`config.mk`:
```
export PLATFORM = sky130hd
export DESIGN_NAME = data_sram_if_flat
export DESIGN_NICKNAME = d
export VERILOG_FILES = /design/src/rtl/data_sram_if_if.sv /design/src/rtl/data_sram_if.sv /design/src/flat_wrapper.sv
export SDC_FILE = /design/constraint.sdc
export NUM_CORES = 1
export LEC_CHECK = 0
export ABC_CLOCK_PERIOD_IN_PS = 1700
export CAP_MARGIN = 20
export CORE_UTILIZATION = 31
export CTS_BUF_LIST = sky130_fd_sc_hd__clkbuf_16
export DETAILED_ROUTE_END_ITERATION = 7
export PLACE_DENSITY = 0.78
export REMOVE_ABC_BUFFERS = 1
export SYNTH_ARGS = -nofsm -noshare
export SYNTH_HDL_FRONTEND = slang
export SYNTH_SLANG_ARGS = --single-unit
```
`constraint.sdc`:
```
create_clock -name clk -period 1.7 [get_ports clk]
set_input_delay 0.34 -clock clk [delete_from_list [all_inputs] [get_ports clk]]
set_output_delay 0.34 -clock clk [all_outputs]
set_load 0.1 [all_outputs]
```
`src/rtl/data_sram_if_if.sv`:
```
// SRAM-like split request/response data bus between the bridge and memory.
interface data_sram_if_if;
  logic        data_req;
  logic        data_wr;
  logic [1:0]  data_size;
  logic [31:0] data_addr;
  logic [31:0] data_wdata;
  logic        data_addr_ok;
  logic        data_data_ok;
  logic [31:0] data_rdata;

  // Bridge side: issues requests, receives handshakes and read data.
  modport master (
    output data_req, data_wr, data_size, data_addr, data_wdata,
    input  data_addr_ok, data_data_ok, data_rdata
  );

  // Memory side: accepts requests, returns handshakes and read data.
  modport slave (
    input  data_req, data_wr, data_size, data_addr, data_wdata,
    output data_addr_ok, data_data_ok, data_rdata
  );
endinterface

```
`src/rtl/data_sram_if.sv`:
```
// Data-side bridge: turns a mem-stage load/store into one split bus
// transaction, stalls the pipeline until the response, and holds the load
// word while another stall source keeps the pipeline frozen.
module data_sram_if #(
  parameter logic [31:0] PADDR_MASK = 32'h1FFF_FFFF
) (
  input  logic          clk,
  input  logic          rst,
  input  logic          mem_en,
  input  logic          mem_wen,
  input  logic [3:0]    mem_sel,
  input  logic [31:0]   mem_addr,
  input  logic [31:0]   mem_wdata,
  input  logic          ext_stall,
  output logic [31:0]   mem_rdata,
  output logic          mem_stall,
  data_sram_if_if.master bus
);

  localparam int unsigned DataW = 32;
  localparam int unsigned SizeW = 2;

  typedef enum logic [1:0] {
    IDLE = 2'd0,
    REQ  = 2'd1,
    WAIT = 2'd2,
    DONE = 2'd3
  } stateT;

  stateT             state;
  logic [DataW-1:0]  rdataHold;
  logic              reqActive;
  logic              busy;
  logic              capture;
  logic              issue;

  // Byte-enable pattern to transfer size; unexpected patterns fall back to word.
  function automatic logic [SizeW-1:0] sizeOf(input logic [3:0] sel);
    case (sel)
      4'b1111:                            sizeOf = SizeW'(2);
      4'b0011, 4'b1100:                   sizeOf = SizeW'(1);
      4'b0001, 4'b0010, 4'b0100, 4'b1000: sizeOf = SizeW'(0);
      default:                            sizeOf = SizeW'(2);
    endcase
  endfunction

  // Per-state request, busy and response-capture qualifiers.
  always_comb begin
    reqActive = 1'b0;
    busy      = 1'b0;
    capture   = 1'b0;
    case (state)
      IDLE: begin
        reqActive = mem_en;
        busy      = mem_en;
        capture   = mem_en & bus.data_addr_ok & bus.data_data_ok;
      end
      REQ: begin
        reqActive = 1'b1;
        busy      = 1'b1;
        capture   = bus.data_addr_ok & bus.data_data_ok;
      end
      WAIT: begin
        busy    = 1'b1;
        capture = bus.data_data_ok;
      end
      default: begin
        reqActive = 1'b0;
      end
    endcase
  end

  // Pipeline-facing outputs; read data bypasses the register in the response cycle.
  always_comb begin
    issue     = rst & reqActive;
    mem_stall = rst & busy & ~capture;
    mem_rdata = rdataHold;
    if (!rst) begin
      mem_rdata = '0;
    end else if (capture) begin
      mem_rdata = bus.data_rdata;
    end
  end

  // Bus request fields follow the frozen mem-stage inputs while requesting.
  assign bus.data_req   = issue;
  assign bus.data_wr    = issue & mem_wen;
  assign bus.data_size  = issue ? sizeOf(mem_sel) : '0;
  assign bus.data_addr  = issue ? (mem_addr & PADDR_MASK) : '0;
  assign bus.data_wdata = issue ? mem_wdata : '0;

  // Transaction sequencing and load-word capture.
  always_ff @(posedge clk or negedge rst) begin
    if (!rst) begin
      state     <= IDLE;
      rdataHold <= '0;
    end else begin
      if (capture) begin
        rdataHold <= bus.data_rdata;
      end
      case (state)
        IDLE: begin
          if (mem_en) begin
            if (bus.data_addr_ok) begin
              state <= bus.data_data_ok ? DONE : WAIT;
            end else begin
              state <= REQ;
            end
          end
        end
        REQ: begin
          if (bus.data_addr_ok) begin
            state <= bus.data_data_ok ? DONE : WAIT;
          end
        end
        WAIT: begin
          if (bus.data_data_ok) begin
            state <= DONE;
          end
        end
        DONE: begin
          if (!ext_stall) begin
            state <= IDLE;
          end
        end
        default: state <= IDLE;
      endcase
    end
  end

endmodule
```
`src/flat_wrapper.sv`:
```
// flat-port wrapper written by rule: the top's interface ports become plain ports
module data_sram_if_flat 
#(
  parameter logic [31:0] PADDR_MASK = 32'h1FFF_FFFF
)
  (clk, rst, mem_en, mem_wen, mem_sel, mem_addr, mem_wdata, ext_stall, mem_rdata, mem_stall, bus_data_req, bus_data_wr, bus_data_size, bus_data_addr, bus_data_wdata, bus_data_addr_ok, bus_data_data_ok, bus_data_rdata);
  data_sram_if_if bus_i ();
  input  logic clk;
  input  logic rst;
  input  logic mem_en;
  input  logic mem_wen;
  input  logic [3:0] mem_sel;
  input  logic [31:0] mem_addr;
  input  logic [31:0] mem_wdata;
  input  logic ext_stall;
  output logic [31:0] mem_rdata;
  output logic mem_stall;
  output wire logic [$bits(bus_i.data_req)-1:0] bus_data_req;
  output wire logic [$bits(bus_i.data_wr)-1:0] bus_data_wr;
  output wire logic [$bits(bus_i.data_size)-1:0] bus_data_size;
  output wire logic [$bits(bus_i.data_addr)-1:0] bus_data_addr;
  output wire logic [$bits(bus_i.data_wdata)-1:0] bus_data_wdata;
  input wire logic [$bits(bus_i.data_addr_ok)-1:0] bus_data_addr_ok;
  input wire logic [$bits(bus_i.data_data_ok)-1:0] bus_data_data_ok;
  input wire logic [$bits(bus_i.data_rdata)-1:0] bus_data_rdata;
  assign bus_data_req = bus_i.data_req;
  assign bus_data_wr = bus_i.data_wr;
  assign bus_data_size = bus_i.data_size;
  assign bus_data_addr = bus_i.data_addr;
  assign bus_data_wdata = bus_i.data_wdata;
  assign bus_i.data_addr_ok = bus_data_addr_ok;
  assign bus_i.data_data_ok = bus_data_data_ok;
  assign bus_i.data_rdata = bus_data_rdata;
  data_sram_if #(.PADDR_MASK(PADDR_MASK)) u_core (.clk(clk), .rst(rst), .mem_en(mem_en), .mem_wen(mem_wen), .mem_sel(mem_sel), .mem_addr(mem_addr), .mem_wdata(mem_wdata), .ext_stall(ext_stall), .mem_rdata(mem_rdata), .mem_stall(mem_stall), .bus(bus_i));
endmodule
```
== Word level (Yosys, flattened, before mapping) ==
Index checks and enable logic that the tools add are counted.
Word-level totals
  bits of input ports: 107
  word-level logic and storage cells: 44
  register bits: 34
  output and inout port bits: 101
Cells by class
  bitwise operators: 8
  mux-type cells: 16
  reductions and logical operators: 5
  eq/ne operators: 13
Operator list (number)
  $mux W32: 3
  $mux W29: 1
  $mux W2: 6
  $eq A4 B2 Y1 const B: 2
  $eq A4 B4 Y1 const B: 2
  $ne A2 B2 Y1 const B: 4
  $pmux W2 S4: 1
  $and A1 B1 Y1: 7
  $eq A2 B2 Y1 const B: 2
  $eq A4 B1 Y1 const B: 1
  $eq A4 B3 Y1 const B: 1
  $pmux W1 S2: 2
  $pmux W2 S2: 1
  $reduce_and A4 Y1: 1
  $reduce_or A2 Y1: 2
  $reduce_or A4 Y1: 1
  $pmux W1 S3: 1
  $eq A2 B1 Y1 const B: 1
  $logic_not A2 Y1: 1
  $mux W1: 1
  $not A1 Y1: 1

== Depth between registers and ports, before layout ==
Gate-level depths: netlist of run 1.
  depth in word-level cells: 5
  gate-level depth with buffers: 7
  gate-level depth less buffers: 5

== Worst setup path after synthesis of run 1 ==
No wires, ideal clock.
  kind: register to output
  from: register u_core.state[0]
  to: output port mem_stall
  required time: 1360 ps
  stages on the path, launching flop included: 6
  path slack: -2760 ps
  path buffers: 0
  arrival time: 4120 ps
  cell sequence: dfrtp_1 inv_1 ha_1 a211oi_2 nor2_1 nor4b_1
On the way
  longest elaborated chain between the ends: 5
  elaborated cells on any way between the ends: 9
  those cells by class: eq/ne (2); mux (2); bitwise (3); reduce/logical (2)
Ends and longest elaborated chain
  from (decl): RTL line data_sram_if.sv:30  | stateT state;
  from (signal assigned): RTL line data_sram_if.sv:105  | state <= bus.data_data_ok ? DONE : WAIT;
  from (signal assigned): RTL line data_sram_if.sv:113  | state <= bus.data_data_ok ? DONE : WAIT;
  $eq A2 B1 Y1 or $eq A2 B2 Y1 (tied branches): RTL line data_sram_if.sv:52  | case (state)
  $reduce_or A2 Y1 (no line)
  $pmux W1 S2: RTL line data_sram_if.sv:52
  $and A1 B1 Y1: RTL line data_sram_if.sv:76  | mem_stall = rst & busy & ~capture;
  $and A1 B1 Y1 *: RTL line data_sram_if.sv:76
  to (decl): RTL line flat_wrapper.sv:17  | output logic mem_stall;
Every way passes the cells marked *; elsewhere a longest branch is shown, timed or not.

== Worst setup path after layout of run 1 ==
  from: register u_core.state[1]
  to: output port mem_rdata[20]
On the way
  longest elaborated chain between the ends: 4
  elaborated cells on any way between the ends: 6
  those cells by class: eq/ne (2); mux (3); reduce/logical (1)
Ends and longest elaborated chain
  $eq A2 B2 Y1, or another cell as far along: RTL line data_sram_if.sv:52
  $pmux W1 S3 *: RTL line data_sram_if.sv:52
  $mux W32 *
  $mux W32 *: RTL line data_sram_if.sv:78  | if (!rst) begin
  to (decl): RTL line flat_wrapper.sv:16  | output logic [31:0] mem_rdata;
Marked as above.

==> results of run 1 <==
-- cells in the final DEF (no fill, tap or decap), types with 3 or more instances in the layout --
cell type | synthesis | layout
buf_12 | 3 | 110
mux2_4 | 28 | 28
and2_4 | 0 | 57
nand2b_1 | 3 | 3
mux2i_4 | 0 | 32
conb_1 | 1 | 3
nor2_1 | 3 | 3
buf_4 | 3 | 31
buf_16 | 0 | 3
and2_1 | 62 | 5
clkbuf_16 | 0 | 5
buf_6 | 4 | 10
dfrtp_1 | 34 | 33
nand2_1 | 66 | 66
clkdlybuf4s50_1 | 0 | 102
mux2_2 | 5 | 5
ha_4 | 0 | 3
-- power by group --
part,internal [W],switching [W]
Clock,0.000678,0.000345
Sequential,0.00124,0.000282
Combinational,0.00521,0.00669
Total,0.00713,0.00731
-- metal layers --
layer | GRT usage (%) | share of wire (%)
met1 | 27.23 | 34
met2 | 51.49 | 57
met3 | 7.018 | 6.6
met4 | 8.460 | 3.1
met5 | 0 | 0
-- final timing paths --
kind,end,slack [ns],cells past startpoint
max reg2reg,u_core.rdataHold[18],-0.51,10
max,mem_rdata[20],-0.89,9
min reg2reg,u_core.rdataHold[20],0.51,1
min,u_core.state[1],0.03,2
max in group asynchronous,u_core.rdataHold[7],1.39,2
min in group clk,u_core.rdataHold[20],0.51,1
-- cell usage after synthesis --
cell type,count,area (µm²)
nand4_1,1,6.260
buf_4,3,22.52
nand2_1,66,247.7
nor2_1,3,11.26
a31oi_1,1,6.260
or2_2,1,6.260
a211oi_2,1,12.51
or3_1,1,6.260
mux2i_1,32,320.3
clkbuf_1,13,48.80
inv_1,3,11.26
o21ai_0,3,15.01
conb_1,1,3.750
a41o_1,1,10.01
mux2_4,28,420.4
nor3_2,1,10.01
nor4bb_1,1,10.01
dfrtp_1,34,850.8
buf_12,3,60.06
and2_1,62,387.9
nand2b_1,3,18.77
a21oi_1,3,15.01
mux2_2,5,56.30
nor2b_1,2,12.51
clkbuf_2,1,5.000
and3_1,1,6.260
o31ai_1,1,7.510
ha_1,4,50.05
buf_6,4,45.04
nor4b_1,1,8.760
-- flip-flops by register name, summed over array words and instances (netlist names) --
name	count
u_core.rdataHold	32
u_core.state	2
-- stage by stage --
stage | worst slack [ns] | TNS, ns | utilization, %
finish | -0.8890 | -80.88 | 85.69
global route | -0.9475 | -87.94 | 85.69
CTS | -0.8046 | -75.98 | 82.86
detailed placement | -0.8022 | -64.70 | 71.33
global placement | -0.7112 | -61.16 | 71.33
floorplan | -5.259 | -479.49 | -
-- logic make-up after synthesis --
| logic type | count (synthesis) | share of synthesized area, % |
|---|---|---|
| other | 1 | 0.1393 |
| AOI/OAI and AO/OA | 10 | 2.463 |
| DFF | 34 | 31.60 |
| buffers and inverters | 27 | 7.156 |
| adders and majority gates | 4 | 1.859 |
| muxes | 65 | 29.60 |
| and+or+nand+nor | 143 | 27.18 |
-- repair_timing --
action / in CTS / in global routing
hold endpoints to repair: 0 / 0
setup buffers: 16 / 8
endpoints found under the setup margin: 130 / 132
pin swaps: 9 / 2
cloned: 4 / 0
gates resized for setup: 100 / 61
-- area by class of cell --
class,instances,area (µm²),share of cell area [%]
well taps,105,131.4,1.847
flip-flops and latches,34,852.1,11.98
inverters,3,11.26,0.1583
clock buffers,5,125.1,1.759
repair buffers,256,3651,51.34
multi-input cells,225,2302,32.37
clock inverters,2,33.78,0.4750
diodes,2,5.005,0.07037
==> impl_metrics.yaml, run 1 <==
critical_path:
  reg2reg_from: "u_core.state[1]"
  cp_common_cell: "buf_12"
  critPathLaunchType: "register"
  cp-end-kind: "output port"
  cp_max_fo: 7
  cp_slowest_cell: "dfrtp_2"
  cp_num_buf_inv: 5
  worstSetupPathType: "register to output port"
  critPathLaunch: "u_core.state[1]"
  path_cells: "buf_4 > ha_4 > o21ai_4 > nor3_4 > buf_6 > buf_12 > buf_12 > mux2i_4 > buf_12"
  critPathArrivalTime_ns: 2.25
  crit_family: "buffers and inverters"
  cp.required_ns: 1.36
  max_stage_delay_ns: 0.41
timing:
  finalCriticalPeriod_ns: 2.589
  hold_slack_ns: 0.03420
  fin_worst_skew_ns: 0.006994
  post-route-period-util_pct: 152.3
  final-max-slew-violation-count: 0
  rsz0062_at_grt: "yes"
  fin_ws_ns: -0.8890
  setup_viol: 130
  hold_viol_final: 0
  max_freq_mhz: 386.2
synth:
  synth_cell_types: 30
  syn-instance-count: 284
  yosys_warnings: 0
  synth_seq_area_share_pct: 31.60
  syn_area_um2: 2693
  syn_area_per_cell_um2: 9.481
  ys_ff_latch: 34
floorplanning:
  die_x_um: 95.20
  num_rows: 33
  die_area_um2: 9062
  io_pins: 208
  die_y_um: 95.20
  start_util_pct: 32.44
  core_um2: 8299
clock_tree:
  cts-buffers-inserted: 5
  path_clk_slew_ns: 0.06
  cts.htree.levels: 2
  cts.path.max_buffers: 2
  cts_hold_buf: 0
  clk_latency_ns: 0.28
  root_buffer: "clkbuf_16"
  tritoncts: "yes"
  clock_sinks: 34
finish:
  drive_gt1_share_pct: 56.76
  num-nets-final: 636
  fin_area_um2: 7112
  area_delta_synth_final_pct: 164.1
  fillers: 398
  fin_cells: 632
place:
  port_buffers: 201
  gp_congestion: 0.8448
  dp_cells: 595
  dp.final_hpwl_um: 8826
  place_area_um2: 5919
power:
  ir_worst_vdd_mv: 1.413
  powerDensity_nw_per_um2: 2031
  finalPower_w: 0.01444
  p_leak_nw: 2.964
grt:
  grt_pass1_vias: 3123
  grtUsageTotal_pct: 26.55
  grt_pass1_wl_um: 17620
  antenna_found_initial: 2
  grt_max_degree: 52
  gr-total-overflow: 0
hold_path:
  holdCritPathClass: "input port to async pin"
outcome:
  violations: "negative setup slack"
  status: "finished, violations left"
routing:
  first_pass_iters: 4
  dr.first_iter.drc_count: 92
  routed_via_density: 4.785
  drcViolationCount: 0
  routed_wl_um: 13050
  avgRoutedWirePerCell_um: 20.64
  drtAntennaViolNets: 0
  num_vias: 3024
job:
  cap_violations: 0
Power figures use the tool's default switching activity.
==> run 2: changes to the inputs <==
--- a/config.mk
+++ b/config.mk
@@ -12,6 +12,7 @@
 export DETAILED_ROUTE_END_ITERATION = 7
 export PLACE_DENSITY = 0.78
 export REMOVE_ABC_BUFFERS = 1
+export SETUP_SLACK_MARGIN = 0.4
 export SYNTH_ARGS = -nofsm -noshare
 export SYNTH_HDL_FRONTEND = slang
 export SYNTH_SLANG_ARGS = --single-unit
==> constraint.sdc (replaced) <==
create_clock -name clk -period 1.7 [get_ports clk]
set_input_delay 0.34 -clock clk [delete_from_list [all_inputs] [get_ports clk]]
set_output_delay 0.34 -clock clk [all_outputs]
set_load 0.05 [all_outputs]
==> run 2 against run 1 <==
Against the previous run: the flow still finishes with violations (negative setup slack); clock skew decreased by 0.0033 ns; register-to-register slack better by 0.07 ns; clock-buffer cell count is the same.
==> impl_metrics.yaml, run 2 (synthesized netlist as in run 1, its figures left out) <==
clock_tree:
  root_buffer: "clkbuf_16"
  clk_latency_ns: 0.27
  cts_hold_buf: 0
  cts.htree.levels: 2
  tritoncts: "yes"
  cts.path.max_buffers: 2
  path_clk_slew_ns: 0.06
  cts-buffers-inserted: 5
  clock_sinks: 34
critical_path:
  critPathLaunchType: "input port"
  cp_max_fo: 6
  cp-end-kind: "output port"
  critPathArrivalTime_ns: 2.09
  worstSetupPathType: "input port to output port"
  cp.required_ns: 1.36
finish:
  regMostFlops: "u_core.rdataHold"
  largest_reg_flops: 32
  fillers: 361
  area_delta_synth_final_pct: 165.6
  final_common_cell: "buf_12"
  final_cell_mix: "106 x buf_12, 102 x clkdlybuf4s50_1, 65 x nand2_1"
  num-nets-final: 633
  reg_top3: "u_core.rdataHold: 32 flops, u_core.state: 2 flops"
  drive_gt1_share_pct: 58.62
timing:
  post-route-period-util_pct: 142.8
  hold_viol_final: 0
  setup_viol: 130
  final-max-slew-violation-count: 0
  hold_slack_ns: 0.02987
  fin_worst_skew_ns: 0.003706
  fin_ws_ns: -0.7272
  max_freq_mhz: 412.0
  finalCriticalPeriod_ns: 2.427
  rsz0062_at_grt: "yes"
routing:
  num_vias: 3008
  routed_via_density: 4.767
  dr.first_iter.drc_count: 82
  first_pass_iters: 4
  avgRoutedWirePerCell_um: 20.33
  drcViolationCount: 0
  drtAntennaViolNets: 0
  routed_wl_um: 12830
outcome:
  status: "finished, violations left"
  violations: "negative setup slack"
floorplanning:
  die_y_um: 95.20
  core_um2: 8299
  die_x_um: 95.20
  io_pins: 208
  die_area_um2: 9062
  num_rows: 33
  start_util_pct: 32.44
place:
  dp.final_hpwl_um: 8625
  port_buffers: 201
  gp_congestion: 0.8157
hold_path:
  holdCritPathClass: "input port to async pin"
power:
  ir_worst_vdd_mv: 1.244
  p_leak_nw: 2.986
  powerDensity_nw_per_um2: 1713
  finalPower_w: 0.01225
grt:
  gr-total-overflow: 0
  antenna_found_initial: 4
  grt_pass1_vias: 2948
  grt_pass1_wl_um: 16040
  grt_max_degree: 52
  grtUsageTotal_pct: 23.70
job:
  cap_violations: 0
-- run 2: cell types whose count changed in the layout (fill, tap and decap cells not counted), sizes merged --
cell    previous run  this run
buf              154       149
clkbuf             5         7
diode              2         4
-- run 2: final timing paths --
check	endpoint	from	depth (start not counted)	slack, ns
min in group clk	u_core.rdataHold[20]	u_core.rdataHold[20]	1	0.51
max in group asynchronous	u_core.rdataHold[7]	rst	2	1.41
hold / removal	u_core.rdataHold[5]	rst	2	0.03
hold reg to reg	u_core.rdataHold[20]	u_core.rdataHold[20]	1	0.51
setup reg to reg	u_core.rdataHold[19]	u_core.state[0]	10	-0.44
setup / recovery	mem_rdata[4]	mem_en	7	-0.73
-- run 2: metal layers --
metal  GRT usage [%]  wire (µm)
met1           26.91       4217
met2           43.21       7210
met3           5.582        927
met4           7.828        473
met5               0          0
-- run 2: what timing repair did --
item / 4_1_cts / 5_1_grt
gates resized for setup: 82 / 93
cloned: 3 / 2
pin swaps: 4 / 7
buffers inserted: 6 / 13
setup endpoints to repair: 132 / 132
-- run 2: per-stage QoR --
step / instance area, µm² / utilization, % / worst slack, ns / TNS (ns) / instances
6_report: 7152 / 86.18 / -0.7272 / -74.88 / 631
5_1_grt: 7152 / 86.18 / -0.7969 / -83.09 / 631
4_1_cts: 6509 / 78.43 / -0.7324 / -71.81 / 612
3_5_place_dp: 5927 / 71.42 / -0.7927 / -61.67 / 596
3_3_place_gp: 5927 / 71.42 / -0.6747 / -57.56 / 596
2_1_floorplan: 2519 / - / -4.523 / -388.40 / 262
-- run 2: critical path, stage by stage --
cell and delay [ns]:
clkdlybuf4s50_1 0.60, a211oi_4 0.11, nor3_4 0.20, buf_4 0.20, clkbuf_16 0.19, mux2i_4 0.27, buf_12 0.16
-- run 2: area by class of cell --
| type | instances | area [µm²] | share of cell area, % |
|---|---|---|---|
| Tap cell | 105 | 131.4 | 1.837 |
| Clock buffer | 5 | 125.1 | 1.749 |
| Multi-Input combinational cell | 225 | 2326 | 32.52 |
| Sequential cell | 34 | 852.1 | 11.91 |
| Timing Repair Buffer | 253 | 3660 | 51.17 |
| Clock inverter | 2 | 33.78 | 0.4724 |
| Inverter | 3 | 13.76 | 0.1924 |
| Antenna cell | 4 | 10.01 | 0.1400 |
-- run 2: where the power goes --
part	switching [W]	total (W)	leakage [nW]	internal, W
Sequential	0.000286	0.00153	0.401	0.00124
Clock	0.000328	0.00101	0.0773	0.000678
Combinational	0.00450	0.00972	2.51	0.00522
Total	0.00511	0.0123	2.99	0.00714
